`src/rtl/muldiv_pkg.sv`:
```
// -----------------------------------------------------------------------------
// muldiv_pkg
// Shared definitions for the iterative RV32M multiply/divide sequencer:
// funct3 encodings of the M-extension ops, the sequencer state type and a
// small helper that tells divide-class ops apart from multiply-class ops.
// No ports (package).
// -----------------------------------------------------------------------------
package muldiv_pkg;

  // funct3 encodings of the eight M-extension operations
  localparam logic [2:0] F3_MUL    = 3'b000;
  localparam logic [2:0] F3_MULH   = 3'b001;
  localparam logic [2:0] F3_MULHSU = 3'b010;
  localparam logic [2:0] F3_MULHU  = 3'b011;
  localparam logic [2:0] F3_DIV    = 3'b100;
  localparam logic [2:0] F3_DIVU   = 3'b101;
  localparam logic [2:0] F3_REM    = 3'b110;
  localparam logic [2:0] F3_REMU   = 3'b111;

  // Sequencer states
  typedef enum logic [2:0] {
    IDLE,
    MUL,
    DIV,
    FIX,
    DONE
  } state_t;

  // Bit 2 of funct3 separates the divide/remainder group from the multiplies
  function automatic logic is_div(input logic [2:0] f3);
    return f3[2];
  endfunction

endpackage

```
`src/rtl/muldiv_core.sv`:
```
// -----------------------------------------------------------------------------
// muldiv_core
// Datapath of the sequencer: a 2*D_WIDTH accumulator plus the operand that
// is added (multiply) or subtracted (divide) in each iteration. Both
// algorithms share the same register and the same load pattern
// {zeros, op_a}, with op_b held as the per-step operand.
// Ports:
//   clk, rst  : clock, synchronous active-high reset
//   i_load    : capture operand magnitudes (start of an operation)
//   i_step    : perform one iteration this cycle
//   i_div     : 1 = restoring-divide step, 0 = shift-add multiply step
//   i_a, i_b  : operand magnitudes (multiplier/dividend, multiplicand/divisor)
//   o_acc     : accumulator; product, or {remainder, quotient}
// -----------------------------------------------------------------------------
module muldiv_core #(
  parameter int D_WIDTH = 32
) (
  input  logic                   clk,
  input  logic                   rst,
  input  logic                   i_load,
  input  logic                   i_step,
  input  logic                   i_div,
  input  logic [D_WIDTH-1:0]     i_a,
  input  logic [D_WIDTH-1:0]     i_b,
  output logic [2*D_WIDTH-1:0]   o_acc
);

  logic [2*D_WIDTH-1:0] r_acc;
  logic [D_WIDTH-1:0]   r_m;

  logic [D_WIDTH:0]     w_sum;
  logic [2*D_WIDTH-1:0] w_mulNext;
  logic [D_WIDTH:0]     w_shifted;
  logic                 w_ge;
  logic [D_WIDTH-1:0]   w_diff;
  logic [2*D_WIDTH-1:0] w_divNext;

  // Next-value logic for one iteration of either algorithm.
  // Multiply: the multiplier sits in the low half and drains out to the
  // right while the partial product grows in the high half.
  // Divide: the dividend shifts left out of the low half into the partial
  // remainder; the quotient bit enters at bit 0. The subtraction only needs
  // D_WIDTH bits because a successful subtract always leaves a remainder
  // smaller than the divisor.
  always_comb begin
    w_sum     = {1'b0, r_acc[2*D_WIDTH-1:D_WIDTH]} + (r_acc[0] ? {1'b0, r_m} : '0);
    w_mulNext = {w_sum, r_acc[D_WIDTH-1:1]};
    w_shifted = {r_acc[2*D_WIDTH-1:D_WIDTH], r_acc[D_WIDTH-1]};
    w_ge      = (w_shifted >= {1'b0, r_m});
    w_diff    = w_shifted[D_WIDTH-1:0] - r_m;
    w_divNext = w_ge ? {w_diff, r_acc[D_WIDTH-2:0], 1'b1}
                     : {w_shifted[D_WIDTH-1:0], r_acc[D_WIDTH-2:0], 1'b0};
  end

  // Accumulator and step operand registers
  always_ff @(posedge clk) begin
    if (rst) begin
      r_acc <= '0;
      r_m   <= '0;
    end else if (i_load) begin
      r_acc <= {{D_WIDTH{1'b0}}, i_a};
      r_m   <= i_b;
    end else if (i_step) begin
      r_acc <= i_div ? w_divNext : w_mulNext;
    end
  end

  assign o_acc = r_acc;

endmodule

```
`src/rtl/muldiv_seq.sv`:
```
// -----------------------------------------------------------------------------
// muldiv_seq
// Iterative RV32M multiply/divide sequencer beside the execute-stage ALU.
// Accepts one M-op, runs D_WIDTH shift-add or restoring-divide steps on
// operand magnitudes, applies the sign correction and returns the result
// with its destination register. Stalls the front of the pipe while busy.
// Ports:
//   clk, rst        : clock, synchronous active-high reset
//   start_i         : valid M-op present in E
//   funct3          : M-op select
//   op_a, op_b      : rs1 / rs2 values
//   rd_i            : destination register
//   flush_i         : abort current op
//   busy_o          : stall request (combinational)
//   done_o          : one-cycle result-valid pulse
//   result_o, rd_o  : result and its destination, held until next completion
// -----------------------------------------------------------------------------
module muldiv_seq
  import muldiv_pkg::*;
#(
  parameter int D_WIDTH = 32,
  parameter int CNT_W   = 6
) (
  input  logic               clk,
  input  logic               rst,
  input  logic               start_i,
  input  logic [2:0]         funct3,
  input  logic [D_WIDTH-1:0] op_a,
  input  logic [D_WIDTH-1:0] op_b,
  input  logic [4:0]         rd_i,
  input  logic               flush_i,
  output logic               busy_o,
  output logic               done_o,
  output logic [D_WIDTH-1:0] result_o,
  output logic [4:0]         rd_o
);

  localparam logic [D_WIDTH-1:0] MIN_NEG = {1'b1, {(D_WIDTH-1){1'b0}}};

  state_t             r_state;
  logic [CNT_W-1:0]   r_cnt;
  logic [2:0]         r_f3;
  logic [4:0]         r_rd;
  logic               r_negRes;
  logic               r_negRem;

  logic                 w_accept;
  logic                 w_aSigned;
  logic                 w_bSigned;
  logic                 w_aNeg;
  logic                 w_bNeg;
  logic [D_WIDTH-1:0]   w_aMag;
  logic [D_WIDTH-1:0]   w_bMag;
  logic                 w_special;
  logic [D_WIDTH-1:0]   w_specialRes;
  logic [2*D_WIDTH-1:0] w_acc;
  logic [2*D_WIDTH-1:0] w_prod;
  logic [D_WIDTH-1:0]   w_quot;
  logic [D_WIDTH-1:0]   w_rem;
  logic [D_WIDTH-1:0]   w_fixRes;

  assign w_accept = (r_state == IDLE) && start_i && !flush_i;

  // Operand signedness and magnitudes taken straight from the inputs in the
  // start cycle. rs1 is signed for everything except MULHU/DIVU/REMU; rs2 is
  // signed only for MUL/MULH/DIV/REM. MUL's low word is the same either way.
  // A most-negative operand negates to itself, which is the right unsigned
  // magnitude.
  always_comb begin
    w_aSigned = !(funct3 == F3_MULHU || funct3 == F3_DIVU || funct3 == F3_REMU);
    w_bSigned = (funct3 == F3_MUL) || (funct3 == F3_MULH) ||
                (funct3 == F3_DIV) || (funct3 == F3_REM);
    w_aNeg    = w_aSigned && op_a[D_WIDTH-1];
    w_bNeg    = w_bSigned && op_b[D_WIDTH-1];
    w_aMag    = w_aNeg ? -op_a : op_a;
    w_bMag    = w_bNeg ? -op_b : op_b;
  end

  // Divide-by-zero and signed overflow bypass the iterations entirely.
  // Only DIV/REM (funct3[0] clear) can overflow; the overflow quotient is
  // the dividend itself.
  always_comb begin
    w_special    = 1'b0;
    w_specialRes = '0;
    if (is_div(funct3)) begin
      if (op_b == '0) begin
        w_special    = 1'b1;
        w_specialRes = funct3[1] ? op_a : '1;
      end else if (!funct3[0] && op_a == MIN_NEG && op_b == '1) begin
        w_special    = 1'b1;
        w_specialRes = funct3[1] ? '0 : op_a;
      end
    end
  end

  muldiv_core #(.D_WIDTH(D_WIDTH)) u_core (
    .clk    (clk),
    .rst    (rst),
    .i_load (w_accept),
    .i_step ((r_state == MUL) || (r_state == DIV)),
    .i_div  (r_state == DIV),
    .i_a    (w_aMag),
    .i_b    (w_bMag),
    .o_acc  (w_acc)
  );

  // Sign correction applied in FIX. The quotient and product flip when the
  // operand signs differ; the remainder follows the dividend sign.
  always_comb begin
    w_prod = r_negRes ? -w_acc : w_acc;
    w_quot = r_negRes ? -w_acc[D_WIDTH-1:0] : w_acc[D_WIDTH-1:0];
    w_rem  = r_negRem ? -w_acc[2*D_WIDTH-1:D_WIDTH] : w_acc[2*D_WIDTH-1:D_WIDTH];
    if (is_div(r_f3))
      w_fixRes = r_f3[1] ? w_rem : w_quot;
    else if (r_f3 == F3_MUL)
      w_fixRes = w_prod[D_WIDTH-1:0];
    else
      w_fixRes = w_prod[2*D_WIDTH-1:D_WIDTH];
  end

  // Stall is combinational so it already holds the pipe in the start cycle;
  // it drops in DONE so the instruction advances together with its result.
  assign busy_o = w_accept || (r_state == MUL) || (r_state == DIV) || (r_state == FIX);

  // Sequencer: flush always wins and returns to IDLE without touching the
  // held result. DONE ignores start_i because the same instruction is still
  // sitting in E during that cycle.
  always_ff @(posedge clk) begin
    if (rst) begin
      r_state  <= IDLE;
      r_cnt    <= '0;
      r_f3     <= '0;
      r_rd     <= '0;
      r_negRes <= 1'b0;
      r_negRem <= 1'b0;
      done_o   <= 1'b0;
      result_o <= '0;
      rd_o     <= '0;
    end else begin
      done_o <= 1'b0;
      if (flush_i) begin
        r_state <= IDLE;
        r_cnt   <= '0;
      end else begin
        case (r_state)
          IDLE: begin
            if (start_i) begin
              r_f3     <= funct3;
              r_rd     <= rd_i;
              r_negRes <= w_aNeg ^ w_bNeg;
              r_negRem <= w_aNeg;
              r_cnt    <= '0;
              if (w_special) begin
                result_o <= w_specialRes;
                rd_o     <= rd_i;
                done_o   <= 1'b1;
                r_state  <= DONE;
              end else if (is_div(funct3)) begin
                r_state <= DIV;
              end else begin
                r_state <= MUL;
              end
            end
          end
          MUL, DIV: begin
            r_cnt <= r_cnt + 1'b1;
            if (r_cnt == CNT_W'(D_WIDTH - 1))
              r_state <= FIX;
          end
          FIX: begin
            result_o <= w_fixRes;
            rd_o     <= r_rd;
            done_o   <= 1'b1;
            r_state  <= DONE;
          end
          DONE: begin
            r_state <= IDLE;
          end
          default: begin
            r_state <= IDLE;
          end
        endcase
      end
    end
  end

endmodule

```
`config.mk`:
```
export PLATFORM = sky130hd
export DESIGN_NAME = muldiv_seq
export DESIGN_NICKNAME = d
export VERILOG_FILES = /design/src/rtl/muldiv_pkg.sv /design/src/rtl/muldiv_core.sv /design/src/rtl/muldiv_seq.sv
export SDC_FILE = /design/constraint.sdc
export NUM_CORES = 1
export LEC_CHECK = 0
export BUFFER_PORTS_ARGS = -buffer_cell sky130_fd_sc_hd__buf_4
export CAP_MARGIN = 20
export CORE_ASPECT_RATIO = 1.2
export CORE_MARGIN = 1
export CORE_UTILIZATION = 25
export DETAILED_ROUTE_END_ITERATION = 7
export PLACE_DENSITY_LB_ADDON = 0.2
export RECOVER_POWER = 100
export SYNTH_ARGS = -nofsm -noshare
export SYNTH_HDL_FRONTEND = slang
export SYNTH_SLANG_ARGS = --single-unit
```
`constraint.sdc`:
```
create_clock -name clk -period 8.25 [get_ports clk]
set_clock_uncertainty 0.05 [all_clocks]
set_input_delay 0.825 -clock clk [delete_from_list [all_inputs] [get_ports clk]]
set_output_delay 0.825 -clock clk [all_outputs]
set_load 0.02 [all_outputs]
```
# After elaboration in Yosys (flattened, before gate mapping)

Cells that the tools add are included.

Register bits after elaboration: 153
Bits in latches: 0
Bits in writable memories: 0
ROM bits: 0
Input port bits: 76
Output and inout bits: 39
Memories: 0

Add/sub/neg operators: 8
Multipliers: 0
Divide/modulo/power cells: 0
Magnitude comparators: 1
Equality and inequality tests: 15
Shift operators: 0
Muxes and demuxes: 37
Bitwise logic cells: 2
Reduce and logical (&&, ||, !) cells: 32

Operators with widths:

| cell                                                            | number |
|---|---|
| 32-bit two-way mux                                              | 17 |
| 64-bit two-way mux                                              | 3 |
| 32-bit negator                                                  | 4 |
| 32-bit == test, second input constant                           | 2 |
| 64-bit negator                                                  | 1 |
| 32-bit one-hot mux with 2 select lines                          | 1 |
| 32-bit by 32-bit adder with 33-bit output                       | 1 |
| 33-bit by 32-bit greater-or-equal comparator with 1-bit output  | 1 |
| 32-bit zero test                                                | 1 |
| 32-bit subtractor                                               | 1 |
| 3-bit == test, second input constant                            | 4 |
| 6-bit one-hot mux with 2 select lines                           | 1 |
| 5-bit two-way mux                                               | 2 |
| 5-bit one-hot mux with 2 select lines                           | 1 |
| 3-bit by 2-bit == test with 1-bit output, second input constant | 3 |
| 3-bit zero test                                                 | 3 |
| 1-bit logical OR                                                | 9 |
| 3-bit two-way mux                                               | 3 |
| 3-bit one-hot mux with 3 select lines                           | 1 |
| 6-bit by 1-bit adder with 6-bit output, second input constant   | 1 |
| 3-bit by 1-bit == test with 1-bit output, second input constant | 2 |
| 6-bit by 5-bit == test with 1-bit output, second input constant | 1 |
| 1-bit logical AND                                               | 6 |
| 6-bit two-way mux                                               | 1 |
| 12 further kinds                                                | 25 |

# Logic depth before layout (Yosys ltp)

Word-level depth: 9
Mapped depth: 14
Depth with buffers taken out: 13

# Hierarchy

A second synthesis with hierarchy kept.

Cell total of the unflattened synthesis: 2074
Area total of the unflattened synthesis: 15013.1 µm²

Modules (own cells, without submodules):

| module      | times used | cells an instance | area each (µm²) | sequential area each (µm²) |
|---|---|---|---|---|
| muldiv_core | 1          | 1046              | 8006.4          | 1921.8 |
| muldiv_seq  | 1          | 1028              | 7006.7          | 1141.1 |

# Worst setup path after synthesis

OpenSTA, ideal clock, no wires.

Path kind: input to register
Start: in op_a[0]
End: reg result_o[23]
Setup time: 0.132 ns
Arrival: 3.628 ns
Path slack: 4.441 ns
Cell stages on the path: 12
Path buffers: 2
Path through: inv_1 ha_1 or3b_2 nor4_1 nand4_1 o32ai_1 a31oi_1 or2_1 buf_2 clkbuf_1 nor4_1 nor3_1

Cells in the longest elaborated chain, start to end: 9
Elaborated cells on any way between the ends: 14

RTL lines:

| item                                   | RTL line          | RTL |
|---|---|---|
| start, declared                        | muldiv_seq.sv:28  | `input logic [D_WIDTH-1:0] op_a,` |
| 32-bit == test *                       | muldiv_seq.sv:89  | `end else if (!funct3[0] && op_a == MIN_NEG && op_b == '1) begin` |
| 1-bit logical AND * (2 in a row)       | muldiv_seq.sv:89  |  |
| 32-bit two-way mux                     | muldiv_seq.sv:89  |  |
| 32-bit two-way mux                     | muldiv_seq.sv:86  | `if (op_b == '0) begin` |
| 32-bit two-way mux                     | muldiv_seq.sv:85  | `if (is_div(funct3)) begin` |
| 32-bit two-way mux                     | muldiv_seq.sv:153 | `if (w_special) begin` |
| 32-bit two-way mux                     | muldiv_seq.sv:147 | `if (start_i) begin` |
| 32-bit one-hot mux with 2 select lines | muldiv_seq.sv:145 | `case (r_state)` |
| end signal, assigned                   | muldiv_seq.sv:154 | `result_o <= w_specialRes;` |
| end signal, assigned                   | muldiv_seq.sv:171 | `result_o <= w_fixRes;` |
| end, declared                          | muldiv_seq.sv:34  | `output logic [D_WIDTH-1:0] result_o,` |

Mark *: on every way between the ends. The rest lies on a longest branch, timed or not. The select of a mux whose other input is x is not followed.
A chain may end at the register's enable or synchronous reset.

# Worst setup path after layout

Start: reg u_core.r_acc[0], in the netlist u_core.o_acc[0]
End: reg u_core.r_acc[51], in the netlist u_core.o_acc[51]

Cells in the longest elaborated chain, start to end: 3

RTL lines:

| item                                      | RTL line          | RTL |
|---|---|---|
| start, declared                           | muldiv_core.sv:28 | `logic [2*D_WIDTH-1:0] r_acc;` |
| start signal, assigned                    | muldiv_core.sv:61 | `r_acc <= {{D_WIDTH{1'b0}}, i_a};` |
| start signal, assigned                    | muldiv_core.sv:64 | `r_acc <= i_div ? w_divNext : w_mulNext;` |
| 32-bit two-way mux                        | muldiv_core.sv:46 | `w_sum = {1'b0, r_acc[2*D_WIDTH-1:D_WIDTH]} + (r_acc[0] ? {1'b0, r_m} : '0);` |
| 32-bit by 32-bit adder with 33-bit output | muldiv_core.sv:46 |  |
| 64-bit two-way mux                        | muldiv_core.sv:64 |  |

No other way between the ends.

==> reports/results.tsv <==
stage	metric	value	unit
final_layout	Core Util, Final	28.47	%
setup_path	Max Fanout on Critical Path	33	
run_status	violated checks	capacitance limit, slew limit	
setup_path	Setup Crit Path Kind	register to register	
detailed_routing	total iterations of the first detailed-routing run	6	
setup_path	CP Launch Type	register	
sta	Slew Viols, Final	191	
setup_path	CP max-delay cell	clkbuf_1	
sta	Max Fclk	170.7	MHz
final_layout	final instance area	0.01662	mm2
detailed_routing	final wirelength	64.21	mm
min_path	Worst Hold Launch	r_rd[0]	
run_status	status	finished with violations	
cts	Post-CTS Hold Buffers	0	
global_route	GRT Total Usage	21.38	%
detailed_routing	routed length per instance	22.01	um
detailed_routing	drt first-iter violations	1558	
detailed_routing	Vias	16012	
cts	clock buffer depth	2	
setup_path	CP bufs+invs	2	
min_path	Worst Hold Depth	2	
floorplan	io pins	115	
synth	Post-synth EDFFs	0	
power	combinational power share	33.1	%
placement	Placement Cell Area	0.01621	mm2
sta	final hold vios	0	
setup_path	worst-path cell chain	inv_1 > clkbuf_1 > nor2_1 > fa_1 > a21o_1 > a311o_1 > a221oi_1 > o32ai_1 > a2111oi_0 > nor3_1 > a31oi_1 > xnor2_1 > a221o_1	
detailed_routing	post-route antenna net violation count	0	
sta	unrepaired setup endpoints after global routing	no	
power	clock share of power	34.1	%
setup_path	crit path DAT	6.20	ns
synth	mapped cell area	0.01477	mm2
floorplan	die area	0.06005	mm2
placement	post-detail-place hpwl	48.00	mm
floorplan	Placeable Area	0.05838	mm2
setup_path	CP Capture Type	register	
synth	Mapped Cells	2114	
setup_path	RR Startpoint	u_core.o_acc[0]	
floorplan	initial core utilization	25.30	%
sta	Worst Max-Slew Pin Slew	3.486	ns
final_layout	Area growth syn-to-layout	12.55	%
sta	endpoints failing setup	0	
synth	sequential fraction of the synthesis area	20.74	%
global_route	first-pass GRT wire length	96.61	mm
setup_path	FF-to-FF path depth	13	
synth	Cell variety after synth	86	
setup_path	delay-heaviest family, CP	compound AO/OA/AOI/OAI gates	
power	leakage	6.118	nW
cts	clk slew on worst S/H paths	0.07	ns
setup_path	CP Launch Point	u_core.o_acc[0]	
min_path	Hold Path Class	register to register	
sta	Sum Neg Setup Slack	0	ns
synth	leading area contributor after synthesis	dfxtp_1	
final_layout	Ant. Diodes	0	
synth	top post-synthesis cells by area	dfxtp_1 (21%), a21oi_1 (6.6%), nor2_1 (6.5%), xnor2_1 (6.1%), ha_1 (5.9%)	
final_layout	nets@finish	2262	
setup_path	reg2reg end	u_core.o_acc[51]	
cts	clk sinks	153	
power	Tot Pwr	2.577	mW
synth	Async SR Flop Fraction	0	%
power	Net Switching	0.9777	mW
cts	cts repair resizes	0	
sta	Worst slew margin	-132.4	%
setup_path	Crit. path cell count	13	
placement	PortBufs	114	
cts	Worst-Skew Late Latency	0.50	ns
floorplan	Die X	223.9	um
floorplan	# rows	97	
sta	Tmin final	5.857	ns
global_route	initial antenna violation count	0	
cts	TritonCTS Buffers	17	
detailed_routing	vias per cell	5.487	
global_route	number of global-route vias before repair	15427	
final_layout	layout cells sized above 1	7.855	%
synth	Synth top cells by count	nor2_1 (257), nand2_1 (219), a21oi_1 (196)	
synth	top-count cell post-synth	nor2_1	
global_route	remaining global-route overflow	0	
cts	postcts setup bufs	0	
power	Flop pwr share	32.8	%
job	max-cap viol count	4	
synth	syn_nets	2262	
cts	H-tree Lvls	4	
cts	CTS root buffer	clkbuf_16	
power	Cell Int Power	1.599	mW
setup_path	worst setup path end	u_core.o_acc[51]	
floorplan	Die Ht	268.2	um
synth	Synth warnings	0	
detailed_routing	number of remaining DRC errors	0	
placement	gpl congestion	0.9208	
setup_path	Critical Path RT	8.59	ns
power	peak supply drop	160.5	uV
sta	final critical-path share of the clock period	70.99	%
setup_path	largest stage delay on the critical path	1.40	ns
cts	CTS tree	built	
setup_path	flop2flop setup slack	2.39	ns
synth	register bit total from synthesis	153	
power	Sw Share	37.94	%
synth	most used flip-flop cell after synthesis	dfxtp_1	
synth	syn_area_per_cell	6.986	um2
synth	Synth top area share	20.74	%
power	pwr/cell area	155.0	mW/mm2
global_route	largest net degree at the start of global routing	84	
registers in the layout, summed over array words and instances, names as in the netlist:
| signal | count |
|---|---|
| done_o | 1 |
| r_cnt | 6 |
| r_f3 | 3 |
| r_negRem | 1 |
| r_negRes | 1 |
| r_rd | 5 |
| r_state | 3 |
| rd_o | 5 |
| result_o | 32 |
| u_core.o_acc | 64 |
| u_core.r_m | 32 |
cell families after synthesis:
family,count (synthesis),synth area share (%)
muxes,35,2.465
and+or+nand+nor,765,24.25
adders and majority gates,72,6.202
DFF,153,20.74
AOI/OAI and AO/OA,681,29.49
buffers and inverters,224,5.939
xor gates and xnor gates,184,10.91
through the flow:
stage,setup slack [ns],hold WS [ns],cells
3_3_place_gp,2.876,0.3925,2886
6_report,2.393,0.4075,2918
3_5_place_dp,3.087,0.3971,2887
4_1_cts,3.596,0.4071,2918
2_1_floorplan,4.441,0.3819,2114
5_1_grt,2.145,0.4287,2918
worst reg2reg max path, cell delays in order, from the launching register on:
cell and delay (ns):
dfxtp_1 0.36, inv_1 0.07, clkbuf_1 1.40, nor2_1 0.29, fa_1 0.54, a21o_1 0.21
a311o_1 0.36, a221oi_1 0.85, o32ai_1 0.32, a2111oi_0 0.52, nor3_1 0.17, a31oi_1 0.22
xnor2_1 0.10, a221o_1 0.32
cell usage in the layout, fill, tap and decap left out, types with 65 or more instances in the layout:
cell type  count
buf_4         90
a211oi_1      68
dfxtp_1      152
nor3_1        68
o21ai_0      146
a21oi_1      195
inv_1         65
xor2_1        81
nand2_1      219
nor2_1       254
ha_1          70
xnor2_1      103
worst min-delay path by stage:
stage / slack (ns) / endpoint
final: 0.41 / r_rd[0]
after global routing: 0.43 / r_rd[1]
after CTS: 0.41 / r_rd[0]
after detailed placement: 0.40 / r_rd[0]
after global placement: 0.39 / r_rd[2]
after floorplan: 0.38 / u_core.r_m[31]
area by class of cell:
class                      count  area (um2)
multi-input combinational   1737       10840
sequential                   153        3064
inverter                      67       251.5
timing repair buffer         138       855.8
clock inverter                11       170.2
tap                          792       991.0
fill                        6451       41760
clock buffer                  20       446.7
layer usage:
layer	part of all wire, %	wire length [um]	vias up	GRT usage [%]
li1	-	-	7690	-
met1	42	27120	7745	25.56
met2	48	31130	476	37.03
met3	4.3	2745	101	2.930
met4	5.0	3213	0	11.37
met5	0	0	-	0
power by group through the flow:
stage          Sequential (mW)  Clock, mW  Combinational, mW
2_1_floorplan            0.817          0              0.607
3_3_place_gp             0.860          0              0.839
3_5_place_dp             0.860          0              0.842
4_1_cts                  0.843      0.905              0.846
5_1_grt                  0.849      0.927              0.932
6_report                 0.845      0.880              0.852
(Power assumes the default switching activity.)
